$ cat config.mk
export PLATFORM = sky130hd
export DESIGN_NAME = sync_fifo_stream_reader_flat
export DESIGN_NICKNAME = d
export VERILOG_FILES = /design/src/rtl/sync_fifo_stream_reader_if.sv /design/src/rtl/sync_fifo_stream_reader.sv /design/src/flat_wrapper.sv
export SDC_FILE = /design/constraint.sdc
export NUM_CORES = 1
export LEC_CHECK = 0
export CAP_MARGIN = 20
export CORE_MARGIN = 5
export CORE_UTILIZATION = 28
export CTS_CLUSTER_SIZE = 28
export DETAILED_ROUTE_END_ITERATION = 12
export GPL_TIMING_DRIVEN = 0
export PLACE_DENSITY = 0.53
export SETUP_SLACK_MARGIN = 0.3
export SYNTH_ARGS = -nofsm -noshare
export SYNTH_HDL_FRONTEND = slang
export SYNTH_SLANG_ARGS = --single-unit
$ cat constraint.sdc
create_clock -name clk_i -period 3.4 [get_ports clk_i]
set_input_delay 0.85 -clock clk_i [delete_from_list [all_inputs] [get_ports clk_i]]
set_output_delay 0.85 -clock clk_i [all_outputs]
set_load 0.02 [all_outputs]
$ cat src/rtl/sync_fifo_stream_reader_if.sv
// Handshake bundle between a synchronous FIFO read port, the stream reader
// and the downstream valid/ready consumer.
// The master modport is the reader. It issues FIFO reads and drives the stream.
// The slave modport is the FIFO plus consumer side.
interface sync_fifo_stream_reader_if #(
  parameter int DATA_WIDTH = 32
);
  logic                  fifo_empty_i;
  logic [DATA_WIDTH-1:0] fifo_rd_data_i;
  logic                  fifo_read_o;
  logic                  flush_i;
  logic                  m_valid_o;
  logic [DATA_WIDTH-1:0] m_data_o;
  logic                  m_ready_i;

  modport master (
    input  fifo_empty_i, fifo_rd_data_i, flush_i, m_ready_i,
    output fifo_read_o, m_valid_o, m_data_o
  );

  modport slave (
    output fifo_empty_i, fifo_rd_data_i, flush_i, m_ready_i,
    input  fifo_read_o, m_valid_o, m_data_o
  );
endinterface

$ cat src/rtl/sync_fifo_stream_reader.sv
// Stream reader: prefetches words from a synchronous FIFO into a 2-entry
// buffer and presents them as a registered valid/ready stream at 1 word/cycle.
// FWFT=1 means FIFO read data is valid in the same cycle as the read.
// FWFT=0 means FIFO read data returns one cycle after the read.
// Optional macro SYNC_FIFO_STREAM_READER_STATS_EN adds two outputs:
// xfer_cnt_o counts pops and wraps.
// stall_cnt_o counts stall cycles and saturates.
module sync_fifo_stream_reader #(
  parameter int DATA_WIDTH = 32,
  parameter bit FWFT       = 1'b1
) (
  input  logic clk_i,
  input  logic rst_i,
  sync_fifo_stream_reader_if.master bus
`ifdef SYNC_FIFO_STREAM_READER_STATS_EN
  ,
  output logic [31:0] xfer_cnt_o,
  output logic [31:0] stall_cnt_o
`endif
);

  typedef enum logic [1:0] {EMPTY = 2'd0, ONE = 2'd1, TWO = 2'd2} buf_state_e;

  buf_state_e            state, state_nxt;
  logic [DATA_WIDTH-1:0] head, tail;
  logic                  inflight;
  logic                  valid, pop, rd, cap;
  logic                  load_head, load_tail, shift;
  logic [2:0]            occ;

  // Valid is forced low during reset so no pop is accepted in a reset cycle.
  assign valid         = (state != EMPTY) && !rst_i;
  assign pop           = valid && bus.m_ready_i;
  assign bus.m_valid_o = valid;
  assign bus.m_data_o  = head;

  // Credit is buffered entries plus a read whose data has not yet returned.
  // A pop this cycle frees one slot, so that slot can be refilled right away.
  assign occ = {1'b0, state} + {2'b00, inflight};
  assign rd  = !bus.fifo_empty_i && !bus.flush_i && !rst_i &&
               ((occ - {2'b00, pop}) < 3'd2);
  assign bus.fifo_read_o = rd;

  // In FWFT mode the data is captured on the read edge.
  // In standard mode it is captured one edge later.
  assign cap = FWFT ? rd : inflight;

  // Next buffer occupancy and data movement.
  always_comb begin
    state_nxt = state;
    load_head = 1'b0;
    load_tail = 1'b0;
    shift     = 1'b0;
    if (bus.flush_i) begin
      state_nxt = EMPTY;
    end else begin
      case (state)
        EMPTY: if (cap) begin
          load_head = 1'b1;
          state_nxt = ONE;
        end
        ONE: begin
          if (cap && pop) begin
            load_head = 1'b1;
          end else if (cap) begin
            load_tail = 1'b1;
            state_nxt = TWO;
          end else if (pop) begin
            state_nxt = EMPTY;
          end
        end
        TWO: if (pop) begin
          shift = 1'b1;
          if (cap) load_tail = 1'b1;
          else     state_nxt = ONE;
        end
        default: state_nxt = EMPTY;
      endcase
    end
  end

  // Buffer occupancy register.
  always_ff @(posedge clk_i) begin
    if (rst_i) state <= EMPTY;
    else       state <= state_nxt;
  end

  // Clearing inflight on flush drops the word still returning from the FIFO.
  always_ff @(posedge clk_i) begin
    if (rst_i || bus.flush_i) inflight <= 1'b0;
    else                      inflight <= FWFT ? 1'b0 : rd;
  end

  // Head drives the stream. Tail is the skid slot.
  always_ff @(posedge clk_i) begin
    if (rst_i) begin
      head <= '0;
      tail <= '0;
    end else begin
      if (load_head)  head <= bus.fifo_rd_data_i;
      else if (shift) head <= tail;
      if (load_tail)  tail <= bus.fifo_rd_data_i;
    end
  end

`ifdef SYNC_FIFO_STREAM_READER_STATS_EN
  // Transfer counter wraps, stall counter saturates; flush leaves both alone.
  always_ff @(posedge clk_i) begin
    if (rst_i) begin
      xfer_cnt_o  <= '0;
      stall_cnt_o <= '0;
    end else begin
      if (pop) xfer_cnt_o <= xfer_cnt_o + 32'd1;
      if (valid && !bus.m_ready_i && (stall_cnt_o != 32'hFFFF_FFFF))
        stall_cnt_o <= stall_cnt_o + 32'd1;
    end
  end
`endif

endmodule

$ cat src/flat_wrapper.sv
// flat-port wrapper written by rule: the top's interface ports become plain ports
module sync_fifo_stream_reader_flat 
#(
  parameter int DATA_WIDTH = 32,
  parameter bit FWFT       = 1'b1
)
  (clk_i, rst_i, bus_fifo_empty_i, bus_fifo_rd_data_i, bus_flush_i, bus_m_ready_i, bus_fifo_read_o, bus_m_valid_o, bus_m_data_o);
  sync_fifo_stream_reader_if #(.DATA_WIDTH(DATA_WIDTH)) bus_i ();
  input  logic clk_i;
  input  logic rst_i;
  input wire logic [$bits(bus_i.fifo_empty_i)-1:0] bus_fifo_empty_i;
  input wire logic [$bits(bus_i.fifo_rd_data_i)-1:0] bus_fifo_rd_data_i;
  input wire logic [$bits(bus_i.flush_i)-1:0] bus_flush_i;
  input wire logic [$bits(bus_i.m_ready_i)-1:0] bus_m_ready_i;
  output wire logic [$bits(bus_i.fifo_read_o)-1:0] bus_fifo_read_o;
  output wire logic [$bits(bus_i.m_valid_o)-1:0] bus_m_valid_o;
  output wire logic [$bits(bus_i.m_data_o)-1:0] bus_m_data_o;
  assign bus_i.fifo_empty_i = bus_fifo_empty_i;
  assign bus_i.fifo_rd_data_i = bus_fifo_rd_data_i;
  assign bus_i.flush_i = bus_flush_i;
  assign bus_i.m_ready_i = bus_m_ready_i;
  assign bus_fifo_read_o = bus_i.fifo_read_o;
  assign bus_m_valid_o = bus_i.m_valid_o;
  assign bus_m_data_o = bus_i.m_data_o;
  sync_fifo_stream_reader #(.DATA_WIDTH(DATA_WIDTH), .FWFT(FWFT)) u_core (.clk_i(clk_i), .rst_i(rst_i), .bus(bus_i));
endmodule
Word-level counts from Yosys, hierarchy flattened --
Index checks and enable logic that the tools add are counted.
Cells by class: $add $sub $neg 1, magnitude comparators 1, equal/unequal tests 7, multiplexer cells 20, reduce and logical (&&, ||, !) cells 14
Operators with widths (count):
- 2-to-1 mux 32 bit | 2
- 2-to-1 mux 2 bit | 6
- 2-to-1 mux 1 bit | 9
- logical AND 1 bit | 6
- case mux 2 bit (3 select lines) | 1
- AND reduction 5 bit | 1
- != test 2 x 1 -> 1 bit, second input constant | 2
- != test 2 bit, second input constant | 2
- case mux 1 bit (2 select lines) | 2
- nonzero test 2 bit | 2
- logical NOT 1 bit | 3
- < comparator 3 x 2 -> 1 bit, second input constant | 1
- != test 3 x 1 -> 1 bit, second input constant | 1
- subtractor 2 x 1 -> 3 bit | 1
- equality test 2 x 1 -> 1 bit, second input constant | 1
- equality test 2 bit, second input constant | 1
- logical NOT 2 bit | 1
- OR reduction 2 bit | 1
Storage, ports and cells: bits in registers 66, input port bits 37

Logic depth before layout (Yosys ltp) --
depth in word-level cells 11, depth in mapped cells 8

Least setup slack after synthesis --
No wires, ideal clock.
path type in2out, start point input port rst_i, end point output port bus_fifo_read_o, arrival 1773 ps, required time 2550 ps, path slack 777 ps, stages 3, cell sequence buf_6 -> or4_4 -> mux2i_1
On the way: longest elaborated chain between the ends 6, elaborated cells on any way between the ends 7
Ends and longest elaborated chain:
- start, declared | RTL line flat_wrapper.sv:10 | input logic rst_i;
- logical NOT 1 bit (*) | RTL line sync_fifo_stream_reader.sv:32, sync_fifo_stream_reader.sv:40
- logical AND 1 bit | RTL line sync_fifo_stream_reader.sv:32 | assign valid = (state != EMPTY) && !rst_i;
- logical AND 1 bit | RTL line sync_fifo_stream_reader.sv:33 | assign pop = valid && bus.m_ready_i;
- subtractor 2 x 1 -> 3 bit | RTL line sync_fifo_stream_reader.sv:41 | ((occ - {2'b00, pop}) < 3'd2);
- < comparator 3 x 2 -> 1 bit | RTL line sync_fifo_stream_reader.sv:41
- logical AND 1 bit (*) | RTL line sync_fifo_stream_reader.sv:40 | assign rd = !bus.fifo_empty_i && !bus.flush_i && !rst_i &&
- end, declared | RTL line flat_wrapper.sv:15 | output wire logic [$bits(bus_i.fifo_read_o)-1:0] bus_fifo_read_o;
Every way passes the cells marked *; elsewhere a longest branch is shown, timed or not.

Worst setup path after layout --
start point register u_core.state[0], end point output port bus_fifo_read_o
On the way: longest elaborated chain between the ends 6
Ends and longest elaborated chain:
- start, declared | RTL line sync_fifo_stream_reader.sv:24 | buf_state_e state, state_nxt;
- start signal, assigned | RTL line sync_fifo_stream_reader.sv:85 | else state <= state_nxt;
- nonzero test 2 bit | RTL line sync_fifo_stream_reader.sv:32
- logical AND 1 bit | RTL line sync_fifo_stream_reader.sv:32
- logical AND 1 bit | RTL line sync_fifo_stream_reader.sv:33
- subtractor 2 x 1 -> 3 bit (*) | RTL line sync_fifo_stream_reader.sv:41
- < comparator 3 x 2 -> 1 bit (*) | RTL line sync_fifo_stream_reader.sv:41
- logical AND 1 bit (*) | RTL line sync_fifo_stream_reader.sv:40
Marks and branches as above.

==> results.py <==
metrics = {
    "timing": {
        "fin_ws_ns": 0.4197,
        "slew_viol_final": 0,
        "slew_headroom": 0.6485,
        "max_freq_mhz": 335.5,
        "hold_viol": 0,
        "setup_viol": 0,
        "worstMarginPinSlew_ns": 0.5250,
        "skew_ns": 0.007116,
        "finalCritPeriodShare": 0.8765,
        "rsz0062_at_grt": "false",
        "fin_crit_ns": 2.980,
    },
    "placed_design": {
        "place_ws_ns": -0.2919,
        "port_buffers": 70,
        "dp_hpwl_mm": 6.342,
        "gp_congestion": 0.7131,
    },
    "clock_tree": {
        "clk_latency_ns": 0.33,
        "cts_tree": "done",
        "cts-root-buf": "clkbuf_16",
        "htree_num_levels": 3,
        "cts_setup_buffers": 0,
        "cts_buffer_depth": 2,
        "path_clk_slew_ns": 0.06,
        "clkSinkCount": 66,
        "cts_hold_buf": 0,
        "cts-buffers-inserted": 9,
    },
    "floorplan": {
        "die_w_um": 121.6,
        "coreArea_mm2": 0.01211,
        "dieHeight_um": 121.6,
        "start_util": 0.2878,
        "dieArea_mm2": 0.01478,
        "pin_count": 71,
        "std_cell_rows": 40,
    },
    "final_layout": {
        "nets": 482,
        "syn_to_final_growth_pct": 35.21,
        "fin_util": 0.3892,
        "layout_commonest_cell": "dfxtp_1",
        "drive_gt1_frac": 0.07175,
        "final_cell_mix": "66 x dfxtp_1, 65 x mux2i_1, 64 x clkdlybuf4s50_1",
        "diodes": 0,
        "nFillCells": 1266,
    },
    "yosys": {
        "yosysUniqueCellTypes": 30,
        "syn_inst": 360,
        "yosysSeqAreaShare": 0.3790,
        "synth_edf_count": 0,
        "ys_async_sr_fraction": 0,
        "ys_ff_latch": 66,
        "ys.flop_type": "dfxtp_1",
        "yosys_warnings": 0,
        "syn_nets": 401,
        "postSynthAreaPerCell_um2": 9.683,
        "syn_area_mm2": 0.003486,
    },
    "global_route": {
        "grt_pass1_vias": 2966,
        "grt_max_degree": 12,
        "grt.total_usage": 0.1283,
        "grt_pass1_wl_mm": 14.90,
        "grt_overflow": 0,
        "antenna_found_initial": 0,
    },
    "min_path": {
        "min_to": "u_core.tail[5]",
        "hp-start": "u_core.tail[5]",
        "min_path_cells": 2,
        "min_path_type": "flip-flop to flip-flop",
    },
    "critical_path": {
        "r2r_cells": 7,
        "path_max_fanout": 9,
        "reg2reg_from": "u_core.state[0]",
        "worstSetupStartpointType": "flip-flop",
        "required_ns": 2.55,
        "rrSetupSlack_ns": 0.91,
        "end_kind": "output port",
        "critPathKind": "flip-flop to output port",
        "crit_arrival_ns": 2.13,
        "r2r_end": "u_core.bus.m_data_o[22]",
    },
    "detailed_routing": {
        "dr_wl_met3_um": 397,
        "vias_per_cell": 4.562,
        "drt_first_pass_iters": 4,
        "drt_iter0_drc": 119,
        "wl_met1_mm": 4.264,
        "detail_route.wl_per_cell_um": 14.83,
        "drt_drc_violations_left": 0,
        "drt.antenna.violating_nets": 0,
        "top_layer_used": "met4",
        "vias": 2801,
        "wl_met2_mm": 4.252,
        "wl_mm": 9.104,
    },
    "pwr": {
        "cellPowerDensity_mw_per_mm2": 419.4,
        "leakagePower_uw": 0.002150,
        "peakVddDrop_v": 0.0002097,
    },
    "run": {
        "cap_violations": 0,
    },
    "status": {
        "outcome": "finished, final reports clean",
    },
}
## routing by layer
metal | GRT usage | vias up
met5 | 0 | -
met4 | 0.06443 | 0
met3 | 0.02832 | 16
met2 | 0.2076 | 66
met1 | 0.1607 | 1315
li1 | - | 1404
## state kept, by name, indices dropped and copies added, names as in the netlist
signal and count:
u_core.bus.m_data_o 32, u_core.tail 32, u_core.state 2
## through the flow
| step | instance area (um^2) | cells | hold slack, ns | power (uW) | setup TNS, ns |
|---|---|---|---|---|---|
| floorplan | 3486 | 360 | 0.4442 | 949.3 | 0 |
| global placement | 4397 | 598 | 0.4535 | 1065 | -0.2775 |
| detailed placement | 4397 | 598 | 0.4587 | 1067 | -0.2919 |
| CTS | 4702 | 614 | 0.4683 | 2000 | 0 |
| global route | 4713 | 614 | 0.4867 | 2057 | 0 |
| finish | 4713 | 614 | 0.4652 | 1977 | 0 |
## worst max path at each step
stage | from | slack [ns] | depth (start not counted) | end
5_1_grt | u_core.state[1] | 0.33 | 5 | bus_fifo_read_o
3_5_place_dp | bus_flush_i | -0.29 | 4 | bus_fifo_read_o
3_3_place_gp | bus_flush_i | -0.28 | 4 | bus_fifo_read_o
6_report | u_core.state[0] | 0.42 | 5 | bus_fifo_read_o
2_1_floorplan | rst_i | 0.78 | 3 | bus_fifo_read_o
4_1_cts | bus_fifo_empty_i | 0.28 | 4 | bus_fifo_read_o
## cell usage after synthesis, drive strengths merged, types with 4 or more instances
cell	count	area [um^2]
dfxtp	66	1321
mux2i	66	660.6
nand2b	41	256.5
a21boi	33	247.7
and3	33	206.5
o21bai	33	247.7
inv	27	101.4
clkbuf	21	78.83
buf	8	97.59
nand2	5	18.77
ha	4	50.05
## area by class of cell
type	instances	area [um^2]	area share
clock buffer	12	246.5	0.05230
clock inverter	4	51.30	0.01088
sequential	66	1321	0.2803
tap	168	210.2	0.04460
timing repair buffer	70	703.2	0.1492
buffer	29	176.4	0.03743
inverter	27	101.3	0.02150
multi-input combinational	238	1903	0.4038
## where the power goes
| part | switching [uW] | total (uW) | internal [uW] |
|---|---|---|---|
| Clock | 341 | 929 | 588 |
| Sequential | 13.5 | 810 | 796 |
| Combinational | 111 | 238 | 127 |
| Total | 466 | 1980 | 1510 |
## logic make-up after synthesis
family	share of synthesized area
AO/OA/AOI/OAI	0.1572
multiplexers	0.1927
AND/OR/NAND/NOR	0.1770
adder cells (fa/ha/maj)	0.01436
buffers and inverters	0.07969
flip-flops	0.3790
## worst max-delay path, stage by stage (launching register included)
cell and delay (ns):
dfxtp_1 0.55, inv_1 0.12, ha_1 0.34, nor4b_4 0.34
mux2i_4 0.30, buf_4 0.17
## timing repair
action / CTS / global route
setup endpoints to repair: 2 / 1
gates resized for setup: 9 / 4
pin swaps: 1 / 1
Note: power is estimated with default switching activity, not from simulation.
